--- src/rtl/full_adder_core_if.sv ---
// Operand/result bundle for full_adder_core: inputs and enable from the master,
// combinational and registered results back from the adder.
interface full_adder_core_if #(
    parameter int unsigned WIDTH = 1
);
    logic [WIDTH-1:0] A;
    logic [WIDTH-1:0] B;
    logic             Cin;
    logic             en;
    logic [WIDTH-1:0] S;
    logic             Cout;
    logic             V;
    logic [WIDTH-1:0] S_q;
    logic             Cout_q;
    logic             V_q;

    modport master (
        output A, B, Cin, en,
        input  S, Cout, V, S_q, Cout_q, V_q
    );

    modport slave (
        input  A, B, Cin, en,
        output S, Cout, V, S_q, Cout_q, V_q
    );
endinterface

--- src/rtl/full_adder_core.sv ---
// Ripple-carry adder cell: combinational sum/carry/overflow plus an
// enable-gated registered copy cleared by an asynchronous active-low reset.
module full_adder_core #(
    parameter int unsigned WIDTH = 1
) (
    input  logic              clk,
    input  logic              rst_n,
    full_adder_core_if.slave  bus
);
    logic [WIDTH-1:0] p;
    logic [WIDTH-1:0] g;
    logic [WIDTH-1:0] s_d;
    logic             cout_d;
    logic             v_d;
    logic             carry;
    logic             carry_msb_in;

    logic [WIDTH-1:0] s_q;
    logic             cout_q;
    logic             v_q;

    assign p = bus.A ^ bus.B;
    assign g = bus.A & bus.B;

    // Carry ripples LSB to MSB; carry_msb_in keeps c_{WIDTH-1} for overflow.
    always_comb begin
        s_d          = '0;
        carry        = bus.Cin;
        carry_msb_in = bus.Cin;
        for (int unsigned i = 0; i < WIDTH; i++) begin
            s_d[i]       = p[i] ^ carry;
            carry_msb_in = carry;
            carry        = g[i] | (carry & p[i]);
        end
        cout_d = carry;
        v_d    = carry ^ carry_msb_in;
    end

    always_ff @(posedge clk or negedge rst_n) begin
        if (!rst_n) begin
            s_q    <= '0;
            cout_q <= 1'b0;
            v_q    <= 1'b0;
        end else if (bus.en) begin
            s_q    <= s_d;
            cout_q <= cout_d;
            v_q    <= v_d;
        end
    end

    assign bus.S      = s_d;
    assign bus.Cout   = cout_d;
    assign bus.V      = v_d;
    assign bus.S_q    = s_q;
    assign bus.Cout_q = cout_q;
    assign bus.V_q    = v_q;
endmodule

--- src/flat_wrapper.sv ---
// flat-port wrapper written by rule: the top's interface ports become plain ports
module full_adder_core_flat 
#(
    parameter int unsigned WIDTH = 1
)
  (clk, rst_n, bus_A, bus_B, bus_Cin, bus_en, bus_S, bus_Cout, bus_V, bus_S_q, bus_Cout_q, bus_V_q);
  full_adder_core_if #(.WIDTH(WIDTH)) bus_i ();
  input  logic clk;
  input  logic rst_n;
  input wire logic [$bits(bus_i.A)-1:0] bus_A;
  input wire logic [$bits(bus_i.B)-1:0] bus_B;
  input wire logic [$bits(bus_i.Cin)-1:0] bus_Cin;
  input wire logic [$bits(bus_i.en)-1:0] bus_en;
  output wire logic [$bits(bus_i.S)-1:0] bus_S;
  output wire logic [$bits(bus_i.Cout)-1:0] bus_Cout;
  output wire logic [$bits(bus_i.V)-1:0] bus_V;
  output wire logic [$bits(bus_i.S_q)-1:0] bus_S_q;
  output wire logic [$bits(bus_i.Cout_q)-1:0] bus_Cout_q;
  output wire logic [$bits(bus_i.V_q)-1:0] bus_V_q;
  assign bus_i.A = bus_A;
  assign bus_i.B = bus_B;
  assign bus_i.Cin = bus_Cin;
  assign bus_i.en = bus_en;
  assign bus_S = bus_i.S;
  assign bus_Cout = bus_i.Cout;
  assign bus_V = bus_i.V;
  assign bus_S_q = bus_i.S_q;
  assign bus_Cout_q = bus_i.Cout_q;
  assign bus_V_q = bus_i.V_q;
  full_adder_core #(.WIDTH(WIDTH)) u_core (.clk(clk), .rst_n(rst_n), .bus(bus_i));
endmodule
--- config.mk ---
export PLATFORM = sky130hd
export DESIGN_NAME = full_adder_core_flat
export DESIGN_NICKNAME = d
export VERILOG_FILES = /design/src/rtl/full_adder_core_if.sv /design/src/rtl/full_adder_core.sv /design/src/flat_wrapper.sv
export SDC_FILE = /design/constraint.sdc
export NUM_CORES = 1
export LEC_CHECK = 0
export ABC_AREA = 1
export ABC_CLOCK_PERIOD_IN_PS = 1800
export BUFFER_PORTS_ARGS = -buffer_cell sky130_fd_sc_hd__buf_4
export CAP_MARGIN = 15
export CORE_AREA = 10 10 47 49
export DETAILED_ROUTE_END_ITERATION = 12
export DIE_AREA = 0 0 57 59
export PLACE_DENSITY = 0.3
export SYNTH_ARGS = -nofsm -noshare
export SYNTH_HDL_FRONTEND = slang
export SYNTH_SLANG_ARGS = --single-unit
--- constraint.sdc ---
create_clock -name clk -period 1.8 [get_ports clk]
set_input_delay 0.36 -clock clk [delete_from_list [all_inputs] [get_ports clk]]
set_output_delay 0.36 -clock clk [all_outputs]
set_load 0.01 [all_outputs]
==> results, run 1 <==
- Of all nets on the critical path, the largest fanout is 3.
- The worst hold slack is 0.3653 ns.
- The total number of H-tree levels is 1.
- The highest cell delay on the worst timing path is 0.40 ns.
- The number of max-cap violations is 0.
- CTS placed an instance of clkbuf_4 at the clock tree root.
- The total setup buffers inserted after CTS is 0.
- The type of the worst min-delay path is in -> reg.
- Excluding fillers, the count of instances in the completed layout stands at 50.
- The worst setup slack after layout is 0.1334 ns.
- The TritonCTS clock tree is built.
- The sequential cell area is 75.07 sq um.
- Walking the worst path, the cells encountered are buf_4, fa_2, inv_1, nand2_1, and2_1, buf_4.
- After detailed placement, the design holds a cell count of 45.
- Timing analysis after detailed placement gives a worst setup slack of 0.05661 ns.
- The initial antenna violation count is 0.
- The highest clock frequency the design can meet is 600.0 MHz.
- The final count of negative-setup-slack endpoints is 0.
- The data required time at the worst endpoint is 1.44 ns.
- The net count of the finished layout is 42.
- By instance count, the cell type seen most on the critical path is buf_4.
- The maximum clock skew at final layout is 0 ns.
- The number of antenna diodes in the final layout is 0.
- The number of remaining DRC errors is 0.
- The cell count after synthesis is 18.
- The via count normalized by instance count is 3.480.
- The first global-routing pass estimated 821 microns of wire.
- Adding up every negative setup slack in the final design gives 0 ns.
- After detailed routing, the average wire length per cell comes to 9.860 microns.
- The nature of the critical path endpoint is a primary output.
- The clock passes through at most 2 buffers.
- The category of the most critical setup path is in -> out.
- CTS saw 3 sinks.
- The top cell family by delay on the critical path is adder cells.
- Counting both buffers and inverters, the worst setup path holds a total of 3.
- By area the synthesized netlist is led by dfrtp_1, nand2_1, fa_1.
- Setup repair after global routing left no endpoint under its margin.
- The number of flip-flops and latches in the synthesized netlist is 3.
- During I/O placement, the number of pins put on the boundary was 12.
- In the finished design, the share of the clock period the worst path needs comes to 0.9259.
- The total routing resource utilization after global routing is 0.03381.
- The maximum ir drop on the vdd rail is 0.2333 mV.
- The starting utilization of the core area is 0.1089.
- Synthesis produced a netlist with a net count of 25.
- The number of hold violations in the final report came to 0.
- The fraction of final layout cells with drive strength greater than 1 is 0.4706.
- In the final layout, the multi-input gates occupy 68.82 sq um.
- Entering global routing, the biggest net connects 5 pins.
- The kind of launch point of the worst setup path is an input pin.
- The number of warnings printed during yosys synthesis is 0.
- The routed layout has 174 vias.
- The weighted congestion reported at the end of routability-driven placement is 0.6832.
- The post-synthesis area per instance is 8.480 sq um.
- STA puts the critical path data arrival time at 1.31 ns.
- At the pin with the least slew margin, the transition time is 0.09985 ns.
- The fraction of post-synthesis cell area in the top cell type by area is 0.4918.
- The first detailed-routing pass took 3 iterations.
- For this block, the routed nets add up to 493 microns of wire.
- The synthesized design spends more area on one cell type than any other, namely dfrtp_1.
- The sum of net half-perimeters after detailed placement is 413.5 microns.
- The area growth from synthesis to layout is 92.62%.
- For the worst-skew pair, the clock arrives at the later sink with an insertion delay of 0.23 ns.
- The number of fill cells is 170.
- The core region is 1401 sq um.
- Summed over all cells, the static leakage comes to 0.1570 nW.
- In this run the core area contains 14 standard-cell rows.
- The run finished with clean final reports.
- The total overflow left after global routing is 0.
- For this run, the register share of the synthesized area comes to 0.4918.
- TritonCTS created 3 clock buffers.
- In this run the vertical extent of the chip is 59 microns.
- The area of the die is 3363 sq um.
- The count of final max-slew check failures is 0.
- For this design the ratio of total power to cell area is 906.3 nW/um^2.
- The clock slew at the register clock pins of the worst setup and hold paths is 0.04 ns.
- The detailed router finished its first iteration with 4 violations.
- The number of global-route vias before repair is 188.
- The number of distinct library cell variants in the gate-level netlist after synthesis is 8.
- In this run the remaining antenna-violating nets after routing total 0.
- The cell with the largest stage delay on the worst path is fa_2.
- In this run the horizontal extent of the chip is 57 microns.
- Counting I/O delays and the setup requirement, the final critical path takes 1.667 ns.
- The worst relative slew slack is 0.9330.
- The quantity of I/O buffers inserted on ports is 11.
- Summing every instance area after synthesis gives 152.6 sq um.
- The overall power consumption is 0.2665 mW.
-- what timing repair did --
item,CTS,global route
endpoints found under the hold margin,3,0
hold buffers,1,0
resized for setup,0,1
endpoints found under the setup margin,0,1
-- layout make-up --
| type | count | share of cell area |
|---|---|---|
| repair buffers | 12 | 0.3149 |
| well taps | 16 | 0.06809 |
| flip-flops and latches | 3 | 0.2553 |
| clock buffers | 4 | 0.08936 |
| multi-input cells | 12 | 0.2340 |
| inverters | 3 | 0.03830 |
-- path summary, 6_finish.rpt --
path                       slack, ns           endpoint  cells past startpoint               from
min in group asynchronous       0.46  u_core.bus.Cout_q                      2              rst_n
max in group asynchronous       1.25     u_core.bus.S_q                      2              rst_n
max reg2reg                     1.19  u_core.bus.Cout_q                      2  u_core.bus.Cout_q
min reg2reg                     0.48     u_core.bus.V_q                      2     u_core.bus.V_q
max                             0.13              bus_V                      6            bus_Cin
min                             0.37     u_core.bus.S_q                      3             bus_en
-- cell families (layout without fill, tap and decap cells) --
kind of cell | count (synthesis) | after routing | share of synthesized area
flip-flops | 3 | 3 | 0.4918
buffers and inverters | 3 | 19 | 0.07377
adder cells (fa/ha/maj) | 1 | 1 | 0.1312
AND/OR/NAND/NOR | 10 | 10 | 0.2705
AO/OA/AOI/OAI | 1 | 1 | 0.03276
-- cells in the mapped netlist --
master	number
nand2_1	8
dfrtp_1	3
inv_1	2
and2_1	1
fa_1	1
inv_2	1
nand3_1	1
o21ai_1	1
-- worst reg2reg max path: cells and delay by family (launching register included) --
kind,cells,cell delay [ns]
compound gates,1,0.05
simple gates,1,0.07
flops,1,0.38
-- layout by cell type (no fill, tap or decap) --
cell / count
and2_1: 1
buf_4: 11
clkbuf_1: 1
clkbuf_4: 3
dfrtp_1: 3
dlygate4sd3_1: 1
fa_2: 1
inv_1: 2
inv_2: 1
nand2_1: 8
nand3_1: 1
o21ai_1: 1
-- flip-flops by register name (all words and copies together) (netlist names) --
| name | count |
|---|---|
| u_core.bus.S_q | 1 |
| u_core.bus.Cout_q | 1 |
| u_core.bus.V_q | 1 |
-- layer usage --
| metal | vias up | track usage | share of wire |
|---|---|---|---|
| met1 | 75 | 0.03593 | 0.47 |
| met2 | 12 | 0.02946 | 0.32 |
| met4 | 0 | 0.04027 | 0 |
| met5 | - | 0 | 0 |
| li1 | 87 | - | - |
| met3 | 0 | 0.03648 | 0.21 |
-- report_power, final --
part / internal (mW) / switching, mW / leakage, nW
clock network: 0.0830 / 0.0339 / 0.0150
logic: 0.0369 / 0.0311 / 0.106
registers: 0.0764 / 0.00507 / 0.0363
-- stage by stage --
| step | area (sq um) | utilization |
|---|---|---|
| 2_1_floorplan | 152.6 | - |
| 3_3_place_gp | 255.2 | 0.1821 |
| 3_5_place_dp | 255.2 | 0.1821 |
| 4_1_cts | 291.5 | 0.2080 |
| 5_1_grt | 294.0 | 0.2098 |
| 6_report | 294.0 | 0.2098 |
(Power assumes the default switching activity.)
==> inputs of run 2 (changes only) <==
--- a/config.mk
+++ b/config.mk
@@ -13,6 +13,7 @@
 export DETAILED_ROUTE_END_ITERATION = 12
 export DIE_AREA = 0 0 57 59
 export PLACE_DENSITY = 0.3
+export RECOVER_POWER = 100
 export SYNTH_ARGS = -nofsm -noshare
 export SYNTH_HDL_FRONTEND = slang
 export SYNTH_SLANG_ARGS = --single-unit
==> results, run 2 (synthesized netlist as in run 1, its figures left out) <==
- Outcome: finished, final reports clean (unchanged).
- The type of the worst min-delay path is in -> reg (unchanged).
- The final setup TNS is 0 ns (unchanged).
- The initial antenna violation count is 0 (unchanged).
- The DRC violation total after the first TritonRoute iteration is 1 (was 4).
- Unrepaired setup endpoints after global routing: no (unchanged).
- The number of remaining DRC errors was 0 (unchanged).
- The number of hold violations in the final report came to 0 (unchanged).
- The number of detailed-route iterations in the first pass is 3 (unchanged).
- The number of fill cells is 180 (was 170).
- The time the final worst path needs with I/O delays and setup is 1.666 ns (was 1.667 ns).
- The filler-free cell count of the finished design was 50 (unchanged).
- The worst-case register-to-register setup slack came to 1.19 ns (about the same).
- The sum of routed wire length over all layers was 497 microns (was 493 microns).
- The highest clock frequency the design can meet came to 600.2 MHz (was 600.0 MHz).
- The cell with the largest stage delay on the worst path is fa_2 (unchanged).
- The data required time at the worst endpoint was 1.44 ns (about the same).
- The area of the die is 3363 sq um (unchanged).
- The TritonCTS clock tree is built (unchanged).
- The number of max-cap violations is 0 (unchanged).
- The most common cell after layout, fill and taps aside is nand2_1 (was buf_4).
- The power density of the placed cells is 935.4 nW/um^2 (was 906.3 nW/um^2).
- The number of placed instances, taps included came to 45 (unchanged).
- The worst hold slack is 0.3656 ns (was 0.3653 ns).
- The via count normalized by instance count is 3.380 (was 3.480).
- The data arrival time of the critical path is 1.31 ns (about the same).
- The boundary pin count is 12 (unchanged).
- The global-route wire length before repair was 821 microns (unchanged).
- The post-detailed-route wirelength per cell came to 9.940 microns (was 9.860 microns).
- The total clock sinks is 3 (unchanged).
- The number of diodes is 0 (unchanged).
- The hold path depth is 3 (unchanged).
- The most frequent cell on the critical path is buf_4 (unchanged).
- The core outline area is 1401 sq um (unchanged).
- The weighted congestion reported at the end of routability-driven placement was 0.6832 (unchanged).
- The library cell used as clock root buffer is clkbuf_4 (unchanged).
- The number of buffers created by CTS is 3 (unchanged).
- The quantity of I/O buffers inserted on ports came to 11 (unchanged).
- The chip height is 59 microns (unchanged).
- The final count of negative-setup-slack endpoints is 0 (unchanged).
- The antenna violation net count after detailed routing is 0 (unchanged).
- The number of global-route vias before repair is 188 (unchanged).
- The category of the most critical setup path was in -> out (unchanged).
- The die outline width was 57 microns (unchanged).
- Cell-by-cell trace of the critical path: buf_4, fa_2, inv_1, nand2_1, and2_0, buf_4 (was buf_4, fa_2, inv_1, nand2_1, and2_1, buf_4).
- The kind of launch point of the worst setup path was an input pin (unchanged).
- The end point of the most critical hold path is u_core.bus.S_q (unchanged).
- The total number of H-tree levels is 1 (unchanged).
- The number of rows in the core area is 14 (unchanged).
- The worst relative slew slack is 0.8961 (was 0.9330).
- The total routing resource utilization after global routing is 0.03381 (unchanged).
- The maximum ir drop on the vdd rail is 0.2219 mV (was 0.2333 mV).
- The highest cell delay on the worst timing path was 0.40 ns (about the same).
- The overflow left after global routing was 0 (unchanged).
- The overall power consumption came to 0.2540 mW (was 0.2665 mW).
- The clock slew at the register clock pins of the worst setup and hold paths is 0.04 ns (about the same).
- The worst-skew pair later-pin latency came to 0.23 ns (about the same).
- The total setup buffers inserted after CTS is 0 (unchanged).
- The cell area after layout is 271.5 sq um (was 294.0 sq um).
- The largest driver fanout on the critical path came to 3 (unchanged).
- The depth of the most critical reg-to-reg path came to 2 (unchanged).
- The routed via count is 169 (was 174).
- The starting utilization of the core area is 0.1089 (unchanged).
- The area growth from synthesis to layout came to 77.87% (was 92.62%).
- The standard cell area after detailed placement is 255.2 sq um (unchanged).
- The nature of the critical path endpoint is a primary output (unchanged).
- The end of the worst register-to-register path is u_core.bus.Cout_q (unchanged).
- The total leakage power is 0.1345 nW (was 0.1570 nW).
- The count of final max-slew check failures is 0 (unchanged).
- The sum of net half-perimeters after detailed placement came to 413.5 microns (unchanged).
- The slew at the pin closest to its max-slew limit is 0.1558 ns (was 0.09985 ns).
- The source of the worst register-to-register timing path is u_core.bus.Cout_q (unchanged).
- The largest net degree at the start of global routing came to 5 (unchanged).
- Top library cells by usage in the layout, fill and taps aside: nand2_1, clkbuf_1, buf_4 (was buf_4, nand2_1, clkbuf_4, dfrtp_1, inv_1).
- The startpoint of the tightest hold check path is bus_en (unchanged).
- The net count of the finished layout is 42 (unchanged).
- The share of the clock period used by the worst path after layout is 0.9256 (was 0.9259).
- The fraction of final layout cells with drive strength greater than 1 was 0.2941 (was 0.4706).
- The buffer levels on the longest clock path is 2 (unchanged).
- The maximum clock skew at final layout is 0 ns (unchanged).
-- run 2: cell types whose count changed in the layout (fill, tap and decap cells not counted), sizes merged --
cell,change
buf,-6
clkbuf,+6
-- run 2: timing repair --
item,CTS,global route
hold buffers,1,0
setup endpoints to repair,0,1
endpoints found under the hold margin,3,0
gates resized for setup,0,1
-- run 2: per-stage QoR --
step | utilization | worst slack, ns
after floorplan | - | 0.2879
after global placement | 0.1821 | 0.06276
after detailed placement | 0.1821 | 0.05661
after CTS | 0.2080 | 0.05287
after global routing | 0.1938 | 0.02933
final | 0.1938 | 0.1339
-- run 2: worst max path at each step --
stage	cells after the start	from	to	slack, ns
after floorplan	4	bus_Cin	bus_V	0.29
after global placement	6	bus_Cin	bus_V	0.06
after detailed placement	6	bus_Cin	bus_V	0.06
after CTS	6	bus_Cin	bus_V	0.05
after global routing	6	bus_Cin	bus_V	0.03
final	6	bus_Cin	bus_V	0.13
-- run 2: per-layer routing --
layer  global-route usage  wire (microns)  vias to the layer above
met2              0.02946             156                       12
met5                    0               0                        -
met3              0.03648             105                        0
met4              0.04027               0                        0
met1              0.03593             234                       71
li1                     -               -                       86
-- run 2: cell type report --
type / instances / area (sq um) / share of cell area
inverters: 3 / 11.26 / 0.04147
well taps: 16 / 20.02 / 0.07373
clock buffers: 4 / 26.28 / 0.09677
flip-flops and latches: 3 / 75.07 / 0.2765
multi-input cells: 12 / 68.82 / 0.2535
repair buffers: 12 / 70.07 / 0.2581
-- run 2: report_power, final --
group          internal, mW  total [mW]  switching (mW)
registers            0.0764      0.0813         0.00493
logic                0.0248      0.0557          0.0310
clock network        0.0830       0.117          0.0339
total                 0.184       0.254          0.0698
-- run 2: worst max-delay path: cells and delay by family --
| kind | cells | cell delay (ns) |
|---|---|---|
| adder cells (fa/ha/maj) | 1 | 0.40 |
| buffers and inverters | 3 | 0.35 |
| AND/OR/NAND/NOR | 2 | 0.20 |
